### src/rtl/drum_pkg.sv
// Shared definitions for the drum timing and pattern datapath.
package drum_pkg;

  typedef enum logic [1:0] {StIdle, StRun, StPause} seq_state_e;

  localparam int unsigned NUM_STEPS   = 8;
  localparam logic [3:0]  TIMING_IDLE = 4'd0;
  localparam int unsigned BPM_W       = 8;

  // Floors a tempo at min_bpm; min_bpm must fit in BPM_W bits.
  function automatic logic [BPM_W-1:0] clamp_bpm(input logic [BPM_W-1:0] bpm,
                                                 input int unsigned      min_bpm);
    return (32'(bpm) < min_bpm) ? BPM_W'(min_bpm) : bpm;
  endfunction

endpackage

### src/rtl/bpm_phase_acc.sv
// Phase accumulator: adds the tempo increment each enabled cycle and wraps at one step period.
module bpm_phase_acc
  import drum_pkg::*;
#(
  parameter int unsigned CLK_HZ         = 50_000_000,
  parameter int unsigned STEPS_PER_BEAT = 2,
  parameter int unsigned MIN_BPM        = 30,
  parameter int unsigned ACC_W          = 32
) (
  input  logic             clk,
  input  logic             reset,
  input  logic             en,
  input  logic             clr,
  input  logic [BPM_W-1:0] set_bpm,
  output logic             wrap,
  output logic             below_half
);

  localparam longint unsigned ThreshL  = longint'(CLK_HZ) * 60;
  localparam logic [ACC_W-1:0] Thresh   = ACC_W'(ThreshL);
  localparam logic [ACC_W-1:0] Half     = ACC_W'(ThreshL / 2);
  localparam logic [ACC_W-1:0] ResetInc = ACC_W'(MIN_BPM * STEPS_PER_BEAT);

  logic [ACC_W-1:0] inc_q, inc_d;
  logic [ACC_W-1:0] acc_q, acc_d;
  logic [ACC_W-1:0] sum;

  always_comb begin
    inc_d = ACC_W'(clamp_bpm(set_bpm, MIN_BPM)) * ACC_W'(STEPS_PER_BEAT);
    sum   = acc_q + inc_q;
    wrap  = 1'b0;
    acc_d = acc_q;
    if (clr) begin
      acc_d = '0;
    end else if (en) begin
      if (sum >= Thresh) begin
        wrap  = 1'b1;
        acc_d = sum - Thresh;
      end else begin
        acc_d = sum;
      end
    end
    // Judged on the next accumulator value so the registered square wave lines up with timing.
    below_half = (acc_d < Half);
  end

  always_ff @(posedge clk) begin
    if (!reset) begin
      inc_q <= ResetInc;
      acc_q <= '0;
    end else begin
      inc_q <= inc_d;
      acc_q <= acc_d;
    end
  end

endmodule

### src/rtl/step_sequencer.sv
// Play/pause/idle step sequencer: drives the 1..8 step index and step-rate pulses.
module step_sequencer
  import drum_pkg::*;
#(
  parameter int unsigned CLK_HZ         = 50_000_000,
  parameter int unsigned STEPS_PER_BEAT = 2,
  parameter int unsigned MIN_BPM        = 30,
  parameter int unsigned ACC_W          = 32
) (
  input  logic             clk,
  input  logic             reset,
  input  logic             play,
  input  logic             rewind,
  input  logic [BPM_W-1:0] set_bpm,
  output logic [3:0]       timing,
  output logic             step_tick,
  output logic             bar_start,
  output logic             slow_clk
);

  localparam logic [3:0] LastStep = 4'(NUM_STEPS);

  seq_state_e state_q, state_d;
  logic [3:0] timing_q, timing_d;
  logic       tick_q, tick_d;
  logic       bar_q, bar_d;
  logic       slow_q, slow_d;
  logic       acc_en, acc_clr, acc_wrap, below_half;

  // Kept outside the FSM block so the wrap feedback is not a same-block loop.
  assign acc_clr = (state_q == StIdle) || rewind;
  assign acc_en  = (state_q == StRun) && play && !rewind;

  bpm_phase_acc #(
    .CLK_HZ        (CLK_HZ),
    .STEPS_PER_BEAT(STEPS_PER_BEAT),
    .MIN_BPM       (MIN_BPM),
    .ACC_W         (ACC_W)
  ) u_phase_acc (
    .clk       (clk),
    .reset     (reset),
    .en        (acc_en),
    .clr       (acc_clr),
    .set_bpm   (set_bpm),
    .wrap      (acc_wrap),
    .below_half(below_half)
  );

  always_comb begin
    state_d  = state_q;
    timing_d = timing_q;
    tick_d   = 1'b0;
    bar_d    = 1'b0;
    case (state_q)
      StIdle: begin
        timing_d = TIMING_IDLE;
        if (!rewind && play) begin
          state_d  = StRun;
          timing_d = 4'd1;
          tick_d   = 1'b1;
          bar_d    = 1'b1;
        end
      end
      StRun: begin
        if (rewind) begin
          state_d  = StIdle;
          timing_d = TIMING_IDLE;
        end else if (!play) begin
          state_d = StPause;
        end else if (acc_wrap) begin
          tick_d = 1'b1;
          if (timing_q == LastStep) begin
            timing_d = 4'd1;
            bar_d    = 1'b1;
          end else begin
            timing_d = timing_q + 4'd1;
          end
        end
      end
      StPause: begin
        if (rewind) begin
          state_d  = StIdle;
          timing_d = TIMING_IDLE;
        end else if (play) begin
          state_d = StRun;
        end
      end
      default: begin
        state_d  = StIdle;
        timing_d = TIMING_IDLE;
      end
    endcase
    slow_d = (state_d != StIdle) && below_half;
  end

  always_ff @(posedge clk) begin
    if (!reset) begin
      state_q  <= StIdle;
      timing_q <= TIMING_IDLE;
      tick_q   <= 1'b0;
      bar_q    <= 1'b0;
      slow_q   <= 1'b0;
    end else begin
      state_q  <= state_d;
      timing_q <= timing_d;
      tick_q   <= tick_d;
      bar_q    <= bar_d;
      slow_q   <= slow_d;
    end
  end

  assign timing    = timing_q;
  assign step_tick = tick_q;
  assign bar_start = bar_q;
  assign slow_clk  = slow_q;

endmodule

### config.mk
export PLATFORM = sky130hd
export DESIGN_NAME = step_sequencer
export DESIGN_NICKNAME = d
export VERILOG_FILES = /design/src/rtl/drum_pkg.sv /design/src/rtl/bpm_phase_acc.sv /design/src/rtl/step_sequencer.sv
export SDC_FILE = /design/constraint.sdc
export NUM_CORES = 1
export LEC_CHECK = 0
export ABC_AREA = 0
export CAP_MARGIN = 25
export CORE_ASPECT_RATIO = 0.8
export CORE_MARGIN = 4
export CORE_UTILIZATION = 25
export DETAILED_ROUTE_END_ITERATION = 12
export SYNTH_ARGS = -nofsm -noshare
export SYNTH_HDL_FRONTEND = slang
export SYNTH_SLANG_ARGS = --single-unit
### constraint.sdc
create_clock -name clk -period 10.9 [get_ports clk]
set_clock_uncertainty 0.1 [all_clocks]
set_input_delay 1.635 -clock clk [delete_from_list [all_inputs] [get_ports clk]]
set_output_delay 1.635 -clock clk [all_outputs]
set_load 0.02 [all_outputs]
# After elaboration in Yosys (flattened, before gate mapping)
# Index checks and enable logic that the tools add are counted.
[word_totals]
regBits = 73
latchBits = 0
ramBits = 0
mem_bits_ro = 0
in_bits = 12
word_cells = 60
mem_count = 0
[classes]
n_addsub = 3
mul = 0
div_mod_pow = 0
n_lt_le_gt_ge = 3
eq_ne = 6
shift = 0
n_mux = 29
bitwise_logic = 1
reduce_logical = 10
[op_table]
columns = ["operator", "count"]
rows = [
  ["$mux 32", 3],
  ["$add 32x32->32", 1],
  ["$ge 32x32->1 const B", 1],
  ["$lt 32x31->1 const B", 1],
  ["$sub 32x32->32 const B", 1],
  ["$mux 4", 5],
  ["$mux 1", 12],
  ["$pmux 4 s3", 1],
  ["$mux 2", 5],
  ["$lt 8x5->1 const B", 1],
  ["$ne 3x3->1 const B", 2],
  ["$pmux 2 s3", 1],
  ["$add 4x1->4 const B", 1],
  ["$eq 4x4->1 const B", 1],
  ["$logic_and 1x1->1", 4],
  ["$pmux 1 s2", 2],
  ["$reduce_and 3->1", 1],
  ["$eq 2x1->1 const B", 1],
  ["$eq 2x2->1 const B", 1],
  ["$logic_not 2->1", 1],
  ["$ne 2x2->1 const B", 1],
  ["$reduce_bool 2->1", 1],
  ["$reduce_or 2->1", 1],
  ["$logic_not 1->1", 1],
  ["2 further kinds", 2],
]

# Longest topological paths before layout
# Gate-level depths: netlist of the first run.
[depth]
ltp_word = 9
mapped_depth = 17

# Modules after synthesis
# A second synthesis of the first run with hierarchy kept.
[hier_totals]
hier_cells = 568
area_unflattened_um2 = 4297.9
[by_module_without_submodules]
columns = ["mod", "instances", "cells_per_inst", "area_each_um2", "seq_area_each_um2"]
rows = [
  ["bpm_phase_acc", 1, 512, 3834.9, 780.7],
  ["step_sequencer", 1, 56, 462.9, 180.2],
]

# Worst setup path after synthesis of the first run
# Ideal clock, no wire load.
[synth_path]
path_type = "register to register"
start = "reg u_phase_acc.acc_q[1]"
end = "reg slow_q (netlist: slow_clk)"
setup_ps = 121
arrival_ps = 3880
path_slack_ps = 6800
stages_incl_launch_ff = 16
path_buffers = 0
period_less_slack_ps = 4100
cell_sequence = "dfxtp_1 ha_1 fa_1 a211oi_1 o211a_2 nor2_1 xnor2_1 a31oi_2 nor4_4 a32oi_4 a2bb2oi_1 mux2i_1 and3_1 a32oi_1 o31ai_1 nand2_1"
[synth_via]
elab_chain_len = 7
elab_cells_between_ends = 8
[synth_rtl]
columns = ["element", "line_no", "text"]
rows = [
  ["start: declaration", "bpm_phase_acc.sv:25", "logic [ACC_W-1:0] acc_q, acc_d;"],
  ["start signal: assignment", "bpm_phase_acc.sv:50", "acc_q <= '0;"],
  ["start signal: assignment", "bpm_phase_acc.sv:53", "acc_q <= acc_d;"],
  ["$add 32x32->32", "bpm_phase_acc.sv:30", "sum = acc_q + inc_q;"],
  ["$sub 32x32->32 / $ge 32x32->1 (equally long branches)", "bpm_phase_acc.sv:38, bpm_phase_acc.sv:36", ""],
  ["$mux 32", "bpm_phase_acc.sv:36", "if (sum >= Thresh) begin"],
  ["$mux 32 (*)", "bpm_phase_acc.sv:35", "end else if (en) begin"],
  ["$mux 32 (*)", "bpm_phase_acc.sv:33", "if (clr) begin"],
  ["$lt 32x31->1 (*)", "bpm_phase_acc.sv:44", "below_half = (acc_d < Half);"],
  ["$logic_and 1x1->1 (*)", "step_sequencer.sv:93", "slow_d = (state_d != StIdle) && below_half;"],
  ["end signal: assignment", "step_sequencer.sv:108", "slow_q <= slow_d;"],
  ["end: declaration", "step_sequencer.sv:27", "logic slow_q, slow_d;"],
]
# Every way passes the cells marked *; elsewhere a longest branch is shown, timed or not.
# A chain may end at the register's enable or synchronous reset.

# Final worst setup path of the first run
# Ends and elaborated chain as after synthesis.

==> impl_results.html, run 1 <==
<table>
<tr><th>Metric</th><th>Value</th></tr>
<tr><th colspan="2">Drt</th></tr>
<tr><td>DRC viols</td><td>0</td></tr>
<tr><td>Via count of the routed design</td><td>4397</td></tr>
<tr><td>Wire length per cell after detailed routing</td><td>around 18 um</td></tr>
<tr><td>First-iteration detailed-routing DRC count</td><td>408</td></tr>
<tr><td>Pre-antenna DRT Iters</td><td>5</td></tr>
<tr><td>Antenna Violating Nets Remaining</td><td>0</td></tr>
<tr><td>Wirelength, routed</td><td>13900 um</td></tr>
<tr><td>Via/cell ratio</td><td>5.57</td></tr>
<tr><th colspan="2">Place</th></tr>
<tr><td>Dpl cell area</td><td>between 4000 and 5000 um^2</td></tr>
<tr><td>Post-Place Setup Slack</td><td>between 5 and 6 ns</td></tr>
<tr><td>Dpl cells</td><td>approximately 780</td></tr>
<tr><td>Weighted congestion reported at the end of routability-driven placement</td><td>between 0.9 and 1</td></tr>
<tr><td>Half-perimeter wire length after placement</td><td>10300 um</td></tr>
<tr><td># port buffers</td><td>18</td></tr>
<tr><th colspan="2">Die</th></tr>
<tr><td>Die Width</td><td>157 um</td></tr>
<tr><td>Starting Density</td><td>0.255</td></tr>
<tr><td>Die area</td><td>about 20000 um^2</td></tr>
<tr><td>Row cnt</td><td>43</td></tr>
<tr><td>Area of the placeable core</td><td>roughly 17000 um^2</td></tr>
<tr><td>I/O pin count</td><td>19</td></tr>
<tr><td>Height of the chip</td><td>127 um</td></tr>
<tr><th colspan="2">Logic synthesis</th></tr>
<tr><td>Synthesized net count</td><td>596</td></tr>
<tr><td>Post-synthesis instance total</td><td>572</td></tr>
<tr><td>Portion of the post-synthesis area used by sequential elements</td><td>0.217</td></tr>
<tr><td>Post-synthesis area per instance</td><td>just under 8 um^2</td></tr>
<tr><td>Mapped cell area</td><td>4420 um^2</td></tr>
<tr><td>Total of warnings raised by yosys</td><td>0</td></tr>
<tr><td>Number of flip-flops and latches in the synthesized netlist</td><td>between 40 and 50</td></tr>
<tr><td>Area share of the largest cell type after synthesis</td><td>0.217</td></tr>
<tr><td>Primary flip-flop cell chosen by synthesis mapping</td><td>dfxtp_1</td></tr>
<tr><td>Top cell type by total area after synthesis</td><td>dfxtp_1</td></tr>
<tr><td>Number of synthesized flops with an enable pin</td><td>0</td></tr>
<tr><td>Count of unique library cells instantiated by Yosys</td><td>between 90 and 100</td></tr>
<tr><td>Async set-or-reset flop fraction in the synthesized netlist</td><td>0</td></tr>
<tr><td>Top post-synthesis cells by area</td><td>dfxtp_1 (22%), nand2_1 (5.2%), xnor2_1 (5.0%)</td></tr>
<tr><th colspan="2">Timing</th></tr>
<tr><td>Final count of hold timing violations</td><td>0</td></tr>
<tr><td>Period Utilization, post-route</td><td>0.479</td></tr>
<tr><td>Final Max Slew Viols</td><td>0</td></tr>
<tr><td>Slew at the pin closest to its max-slew limit</td><td>1.02 ns</td></tr>
<tr><td>FMAX</td><td>191 MHz</td></tr>
<tr><td>Setup repair after global routing missed its margin</td><td>no</td></tr>
<tr><td>Final worst setup slack</td><td>5.68 ns</td></tr>
<tr><td>Worst hold slack after final layout</td><td>around 0.36 ns</td></tr>
<tr><td>Worst rel slew slack</td><td>0.319</td></tr>
<tr><td>Post-Route Setup TNS</td><td>0 ns</td></tr>
<tr><td>Crit path time final</td><td>5.22 ns</td></tr>
<tr><td>Number of failing setup endpoints in the final timing report</td><td>0</td></tr>
<tr><th colspan="2">Setup path</th></tr>
<tr><td>CP Class</td><td>reg -&gt; reg</td></tr>
<tr><td>Critical-path maximum fanout</td><td>8</td></tr>
<tr><td>Kind of start point of the critical path</td><td>flip-flop</td></tr>
<tr><td>Endpoint class of the critical path</td><td>flip-flop</td></tr>
<tr><td>Data required time of the worst path</td><td>11.04 ns</td></tr>
<tr><td>CP Data Arrival Time</td><td>5.36 ns</td></tr>
<tr><th colspan="2">Global route</th></tr>
<tr><td>Global route overflow</td><td>0</td></tr>
<tr><td>Via count of the first global-routing pass</td><td>3920</td></tr>
<tr><td>Total routing resource utilization after global routing</td><td>0.138</td></tr>
<tr><td>Antenna violations before repair</td><td>0</td></tr>
<tr><td>First-pass GRT wire length</td><td>roughly 22000 um</td></tr>
<tr><td>Pin count of the biggest net entering global routing</td><td>38</td></tr>
<tr><th colspan="2">CTS</th></tr>
<tr><td># resized after CTS</td><td>0</td></tr>
<tr><td>TritonCTS clock tree</td><td>yes</td></tr>
<tr><td>Postcts setup bufs</td><td>0</td></tr>
<tr><td>Clock Sink Count</td><td>48</td></tr>
<tr><td>CTS H-tree depth</td><td>2</td></tr>
<tr><td>Total clock buffers created by CTS</td><td>5</td></tr>
<tr><td>Worst-skew pair later-pin latency</td><td>0.29 ns</td></tr>
<tr><td>Root buffer selected by CTS</td><td>clkbuf_16</td></tr>
<tr><td>Clock-pin slew of the registers on the worst-case setup and hold paths</td><td>about 0.070 ns</td></tr>
<tr><td>Worst-case clock buffer depth</td><td>2</td></tr>
<tr><td>Count of hold buffers inserted by post-cts repair</td><td>0</td></tr>
<tr><th colspan="2">Outcome</th></tr>
<tr><td>Outcome</td><td>finished clean</td></tr>
<tr><th colspan="2">Power</th></tr>
<tr><td>Power density of the placed cells</td><td>74.4 nW/um^2</td></tr>
<tr><td>Worst vdd ir</td><td>0.0587 mV</td></tr>
<tr><td>Leakage power summed over all cells</td><td>1.56 nW</td></tr>
<tr><th colspan="2">Run</th></tr>
<tr><td>Max Cap Violations</td><td>0</td></tr>
<tr><th colspan="2">Final layout</th></tr>
<tr><td>Synth-to-layout area growth</td><td>10.6%</td></tr>
<tr><td>Final std cell area, no fill</td><td>4890 um^2</td></tr>
<tr><td>Final instance count without filler cells</td><td>790</td></tr>
<tr><td>Antenna diode count</td><td>0</td></tr>
<tr><td>Nets</td><td>588</td></tr>
<tr><td>Share of cells above drive strength 1</td><td>0.0938</td></tr>
<tr><th colspan="2">Worst hold path</th></tr>
<tr><td>Type of the tightest min-delay check</td><td>reg -&gt; reg</td></tr>
</table>
==> final cells by class <==
cell class,instances,area [um^2]
clock buffers,6,129
clock inverters,2,16.3
fillers,1895,12400
inverters,8,30.0
multi-input cells,478,3260
flip-flops and latches,48,961
well taps,225,282
repair buffers,23,218
==> worst max-delay path, cell delays in order, from the launching register on <==
cell and delay, ns:
dfxtp_1 0.32, ha_1 0.24, fa_1 0.43, a211oi_1 0.45, o211a_2 0.38, or3_1 0.26
xor2_1 0.47, o211a_1 0.28, o211ai_2 0.20, a221oi_1 0.73, o311ai_1 0.24, a2111oi_0 0.40
a31oi_1 0.13, a211oi_2 0.30, o2111ai_1 0.16, nand2_1 0.09
==> power breakdown <==
group / leakage, nW / internal, mW / total (mW) / switching, mW
clock: 0.0671 / 0.0858 / 0.160 / 0.0738
combinational: 1.11 / 0.0103 / 0.0246 / 0.0143
sequential: 0.389 / 0.178 / 0.180 / 0.00184
==> sequential cells by signal, summed over array words and instances (netlist names) <==
name,flops
slow_clk,1
u_phase_acc.acc_q,31
timing,4
bar_start,1
step_tick,1
u_phase_acc.inc_q,8
state_q,2
==> Yosys cell counts, types with 8 or more instances <==
library cell  count
buf_2            19
a21oi_1          35
dfxtp_1          48
xor2_1           21
o211ai_1         10
inv_1             8
nor3_1           11
a31oi_1           9
nand3_1          32
nand4_1          17
ha_1             11
and2_1           10
clkbuf_1         12
o21ai_0          21
or3_1             9
xnor2_1          25
nand2_1          61
a211oi_1         12
nor2_1           43
and3_1            9
==> cell usage in the layout, fill, tap and decap left out, types with 8 or more instances in the layout <==
master	count
xnor2_1	25
nand3_1	32
nor2_1	42
nor3_1	11
clkdlybuf4s50_1	18
ha_1	11
a21oi_1	35
o211ai_1	10
and3_1	9
nand2_1	61
inv_1	8
nand4_1	17
a31oi_1	9
dfxtp_1	48
a211oi_1	12
o21ai_0	21
xor2_1	21
and2_1	10
or3_1	9
==> metal layers <==
metal / track usage / up-vias / wire, um
met5: 0 / - / 0
met1: 0.211 / 2028 / 6700
li1: - / 2149 / -
met2: 0.185 / 193 / 5520
met4: 0.0393 / 0 / 262
met3: 0.0368 / 27 / 1390
==> through the flow <==
step                total power, mW   util
floorplan                     0.197      -
global placement              0.208  0.274
detailed placement            0.208  0.274
CTS                           0.368  0.282
global route                  0.374  0.282
finish                        0.364  0.282
==> worst paths after layout <==
| kind | cells after the start | slack, ns | start | endpoint |
|---|---|---|---|---|
| worst max register to register | 15 | 5.68 | u_phase_acc.acc_q[1]$_SDFFE_PP0P_ | slow_clk$_SDFF_PN0_ |
| worst min-delay path | 2 | 0.36 | u_phase_acc.acc_q[4]$_SDFFE_PP0P_ | u_phase_acc.acc_q[4]$_SDFFE_PP0P_ |
| worst min register to register | 2 | 0.36 | u_phase_acc.acc_q[4]$_SDFFE_PP0P_ | u_phase_acc.acc_q[4]$_SDFFE_PP0P_ |
| worst max-delay path | 15 | 5.68 | u_phase_acc.acc_q[1]$_SDFFE_PP0P_ | slow_clk$_SDFF_PN0_ |
==> logic make-up after synthesis <==
group / after synthesis / share of synthesized area
muxes: 8 / 0.0184
DFF: 48 / 0.217
AOI/OAI and AO/OA: 168 / 0.287
adders and majority gates: 12 / 0.0357
xor gates and xnor gates: 47 / 0.0948
and+or+nand+nor: 243 / 0.300
buffers and inverters: 46 / 0.0470
(Power assumes the default switching activity.)
==> run 2: changes to the inputs <==
==> constraint.sdc (replaced) <==
create_clock -name clk -period 5.2 [get_ports clk]
set_clock_uncertainty 0.1 [all_clocks]
set_input_delay 0.78 -clock clk [delete_from_list [all_inputs] [get_ports clk]]
set_output_delay 0.78 -clock clk [all_outputs]
set_load 0.02 [all_outputs]
==> run 2 against run 1 <==
Against the previous run: setup slack worse by 5.4 ns; die area unchanged; cell area up 1.6%; highest routed layer unchanged; critical path type unchanged; clock power up 110%; largest cell class unchanged; first-iteration DRC count up 20%; hold slack better by 0.0027 ns; routed wire length up 1.3%; fmax up 6.7%.
==> impl_results.html, run 2 (synthesis gave the netlist of run 1 again) <==
<table>
<tr><th>Metric</th><th>Value</th></tr>
<tr><th colspan="2">Outcome</th></tr>
<tr><td>Outcome</td><td>finished clean</td></tr>
<tr><th colspan="2">Power</th></tr>
<tr><td>Switching power summed over all nets</td><td>180 uW (+100%)</td></tr>
<tr><td>Net switching share of the total power</td><td>0.235 (-0.0126)</td></tr>
<tr><td>Design Power</td><td>766 uW (+110%)</td></tr>
<tr><td>Sequential group share of total power</td><td>0.491 (-0.003)</td></tr>
<tr><td>Power density of the placed cells</td><td>154 nW/um^2 (+110%)</td></tr>
<tr><td>Share of power burned in combinational logic</td><td>0.068 (about the same)</td></tr>
<tr><td>Share of power burned in the clock network</td><td>0.440 (about the same)</td></tr>
<tr><td>Leakage power summed over all cells</td><td>1.62 nW (+3.6%)</td></tr>
<tr><td>Worst vdd ir</td><td>0.121 mV (+110%)</td></tr>
<tr><td>Pint</td><td>587 uW (+110%)</td></tr>
<tr><th colspan="2">Final layout</th></tr>
<tr><td>Nets</td><td>597 (+1.5%)</td></tr>
<tr><td>Final core occ</td><td>0.287 (+0.00440)</td></tr>
<tr><td>Multi-input combinational cell area</td><td>3260 um^2 (+0.12%)</td></tr>
<tr><td>Most common library cell in the layout ignoring fill and taps</td><td>nand2_1</td></tr>
<tr><td>Antenna diode count</td><td>0 (unchanged)</td></tr>
<tr><td>Final std cell area, no fill</td><td>4970 um^2 (+1.6%)</td></tr>
<tr><td>Synth-to-layout area growth</td><td>12.3%</td></tr>
<tr><td>Max FFs per register</td><td>31 (unchanged)</td></tr>
<tr><td>Register area</td><td>961 um^2 (unchanged)</td></tr>
<tr><td>Most used cells in the layout excluding fill and tap cells</td><td>nand2_1 (61), dfxtp_1 (48), nor2_1 (41)</td></tr>
<tr><td>Share of cells above drive strength 1</td><td>0.111 (+0.0177)</td></tr>
<tr><td>Top register by number of flip-flops</td><td>u_phase_acc.acc_q</td></tr>
<tr><td>Fill cell total of the finished layout</td><td>1892 (-0.16%)</td></tr>
<tr><th colspan="2">Die</th></tr>
<tr><td>Die Width</td><td>157 um (unchanged)</td></tr>
<tr><td>Die area</td><td>19900 um^2 (unchanged)</td></tr>
<tr><td>Starting Density</td><td>0.255 (unchanged)</td></tr>
<tr><td>Area of the placeable core</td><td>17300 um^2 (unchanged)</td></tr>
<tr><td>Row cnt</td><td>43 (unchanged)</td></tr>
<tr><td>I/O pin count</td><td>19 (unchanged)</td></tr>
<tr><td>Height of the chip</td><td>127 um (unchanged)</td></tr>
<tr><th colspan="2">Drt</th></tr>
<tr><td>Via/cell ratio</td><td>5.67 (+1.8%)</td></tr>
<tr><td>Wirelength, routed</td><td>14100 um (+1.3%)</td></tr>
<tr><td>Pre-antenna DRT Iters</td><td>6 (+1)</td></tr>
<tr><td>Wire length per cell after detailed routing</td><td>17.6 um (+0.15%)</td></tr>
<tr><td>First-iteration detailed-routing DRC count</td><td>489 (+20%)</td></tr>
<tr><td>DRC viols</td><td>0 (unchanged)</td></tr>
<tr><td>Antenna Violating Nets Remaining</td><td>0 (unchanged)</td></tr>
<tr><td>Via count of the routed design</td><td>4529 (+3.0%)</td></tr>
<tr><th colspan="2">Global route</th></tr>
<tr><td>First-pass GRT wire length</td><td>22800 um (+4.1%)</td></tr>
<tr><td>Total routing resource utilization after global routing</td><td>0.142 (+0.00473)</td></tr>
<tr><td>Via count of the first global-routing pass</td><td>4044 (+3.2%)</td></tr>
<tr><td>Antenna violations before repair</td><td>0 (unchanged)</td></tr>
<tr><td>Global route overflow</td><td>0 (unchanged)</td></tr>
<tr><td>Pin count of the biggest net entering global routing</td><td>38 (unchanged)</td></tr>
<tr><th colspan="2">Setup path</th></tr>
<tr><td>Series of cell instances along the critical path</td><td>ha_1 &gt; fa_1 &gt; a211oi_1 &gt; o211a_2 &gt; or3_1 &gt; xor2_1 &gt; o211a_1 &gt; o211ai_2 &gt; a32o_2 &gt; nor2_2 &gt; mux2i_1 &gt; xor2_1 &gt; nand3_1 &gt; o2111ai_1 &gt; nand2_1</td></tr>
<tr><td>Most common cell type on the critical path</td><td>xor2_1</td></tr>
<tr><td>Kind of start point of the critical path</td><td>flip-flop</td></tr>
<tr><td>Standard cell with the maximum stage delay on the critical path</td><td>a211oi_1</td></tr>
<tr><td>Endpoint class of the critical path</td><td>flip-flop</td></tr>
<tr><td>Max stage delay on crit path</td><td>0.45 ns (-0.28 ns)</td></tr>
<tr><td>Worst Path Buf+Inv</td><td>0 (unchanged)</td></tr>
<tr><td>CP Class</td><td>reg -&gt; reg</td></tr>
<tr><td>Critical-path maximum fanout</td><td>10 (+2)</td></tr>
<tr><td>Data required time of the worst path</td><td>5.28 ns (-5.76 ns)</td></tr>
<tr><td>CP Data Arrival Time</td><td>4.98 ns (-0.38 ns)</td></tr>
<tr><td>Top delay family on crit path</td><td>compound AO/OA/AOI/OAI gates</td></tr>
<tr><th colspan="2">Timing</th></tr>
<tr><td>Crit path time final</td><td>4.90 ns (-0.327 ns)</td></tr>
<tr><td>FMAX</td><td>204 MHz (+6.7%)</td></tr>
<tr><td>Final count of hold timing violations</td><td>0 (unchanged)</td></tr>
<tr><td>Worst rel slew slack</td><td>0.434 (+0.116)</td></tr>
<tr><td>Period Utilization, post-route</td><td>0.942 (+0.463)</td></tr>
<tr><td>Slew at the pin closest to its max-slew limit</td><td>0.849 ns (-0.167 ns)</td></tr>
<tr><td>Setup repair after global routing missed its margin</td><td>no</td></tr>
<tr><td>Post-Route Setup TNS</td><td>0 ns (unchanged)</td></tr>
<tr><td>Number of failing setup endpoints in the final timing report</td><td>0 (unchanged)</td></tr>
<tr><td>Final Max Slew Viols</td><td>0 (unchanged)</td></tr>
<tr><th colspan="2">CTS</th></tr>
<tr><td>Clock-pin slew of the registers on the worst-case setup and hold paths</td><td>0.07 ns (about the same)</td></tr>
<tr><td>Worst-skew pair later-pin latency</td><td>0.30 ns (about the same)</td></tr>
<tr><td>Worst-case clock buffer depth</td><td>2 (unchanged)</td></tr>
<tr><td>Total clock buffers created by CTS</td><td>5 (unchanged)</td></tr>
<tr><td>CTS H-tree depth</td><td>2 (unchanged)</td></tr>
<tr><td>TritonCTS clock tree</td><td>yes</td></tr>
<tr><td>Clock Sink Count</td><td>48 (unchanged)</td></tr>
<tr><td>Root buffer selected by CTS</td><td>clkbuf_16</td></tr>
<tr><th colspan="2">Place</th></tr>
<tr><td>Weighted congestion reported at the end of routability-driven placement</td><td>0.966 (-2.5%)</td></tr>
<tr><td>Half-perimeter wire length after placement</td><td>10900 um (+5.8%)</td></tr>
<tr><td>Dpl cell area</td><td>4810 um^2 (+1.4%)</td></tr>
<tr><td># port buffers</td><td>18 (unchanged)</td></tr>
<tr><th colspan="2">Run</th></tr>
<tr><td>Max Cap Violations</td><td>0 (unchanged)</td></tr>
<tr><th colspan="2">Worst hold path</th></tr>
<tr><td>Type of the tightest min-delay check</td><td>reg -&gt; reg</td></tr>
</table>
run 2: final cells by class:
| class | instances | area share |
|---|---|---|
| Timing Repair Buffer | 32 | 0.0574 |
| Clock inverter | 1 | 0.00151 |
| Tap cell | 225 | 0.0567 |
| Multi-Input combinational cell | 478 | 0.656 |
| Inverter | 8 | 0.00605 |
| Clock buffer | 7 | 0.0287 |
| Sequential cell | 48 | 0.193 |
run 2: repair_timing:
item | in CTS | in global routing
gates resized for setup | 0 | 3
setup endpoints to repair | 0 | 1
setup buffers | 0 | 0
hold buffers | 0 | 0
run 2: worst paths after layout:
check	start	endpoint	slack (ns)	cells past startpoint
worst min-delay path	u_phase_acc.acc_q[3]$_SDFFE_PP0P_	u_phase_acc.acc_q[3]$_SDFFE_PP0P_	0.36	2
worst min register to register	u_phase_acc.acc_q[3]$_SDFFE_PP0P_	u_phase_acc.acc_q[3]$_SDFFE_PP0P_	0.36	2
worst max-delay path	u_phase_acc.acc_q[1]$_SDFFE_PP0P_	slow_clk$_SDFF_PN0_	0.30	15
worst max register to register	u_phase_acc.acc_q[1]$_SDFFE_PP0P_	slow_clk$_SDFF_PN0_	0.30	15
run 2: power by group through the flow:
| stage | clock network, mW | registers, mW | logic (mW) |
|---|---|---|---|
| floorplan | 0 | 0.385 | 0.0272 |
| global placement | 0 | 0.385 | 0.0521 |
| detailed placement | 0 | 0.385 | 0.0519 |
| CTS | 0.349 | 0.376 | 0.0521 |
| global route | 0.365 | 0.377 | 0.0577 |
| finish | 0.338 | 0.376 | 0.0524 |
run 2: worst min-delay path, delay by kind of cell, from the launching register on:
kind            cells  cell delay [ns]
flops               1             0.32
compound gates      1             0.05
simple gates        1             0.05
run 2: through the flow:
stage	hold WS [ns]	instances	setup slack, ns
floorplan	0.341	572	1.10
global placement	0.352	791	0.154
detailed placement	0.355	791	0.205
CTS	0.365	799	0.182
global route	0.383	799	0.0166
finish	0.364	799	0.302
run 2: metal layers:
layer / wire [um] / vias up / track usage
met5: 0 / - / 0
met4: 227 / 0 / 0.0327
met3: 1570 / 21 / 0.0433
met2: 5370 / 237 / 0.188
met1: 6880 / 2110 / 0.221
li1: - / 2161 / -
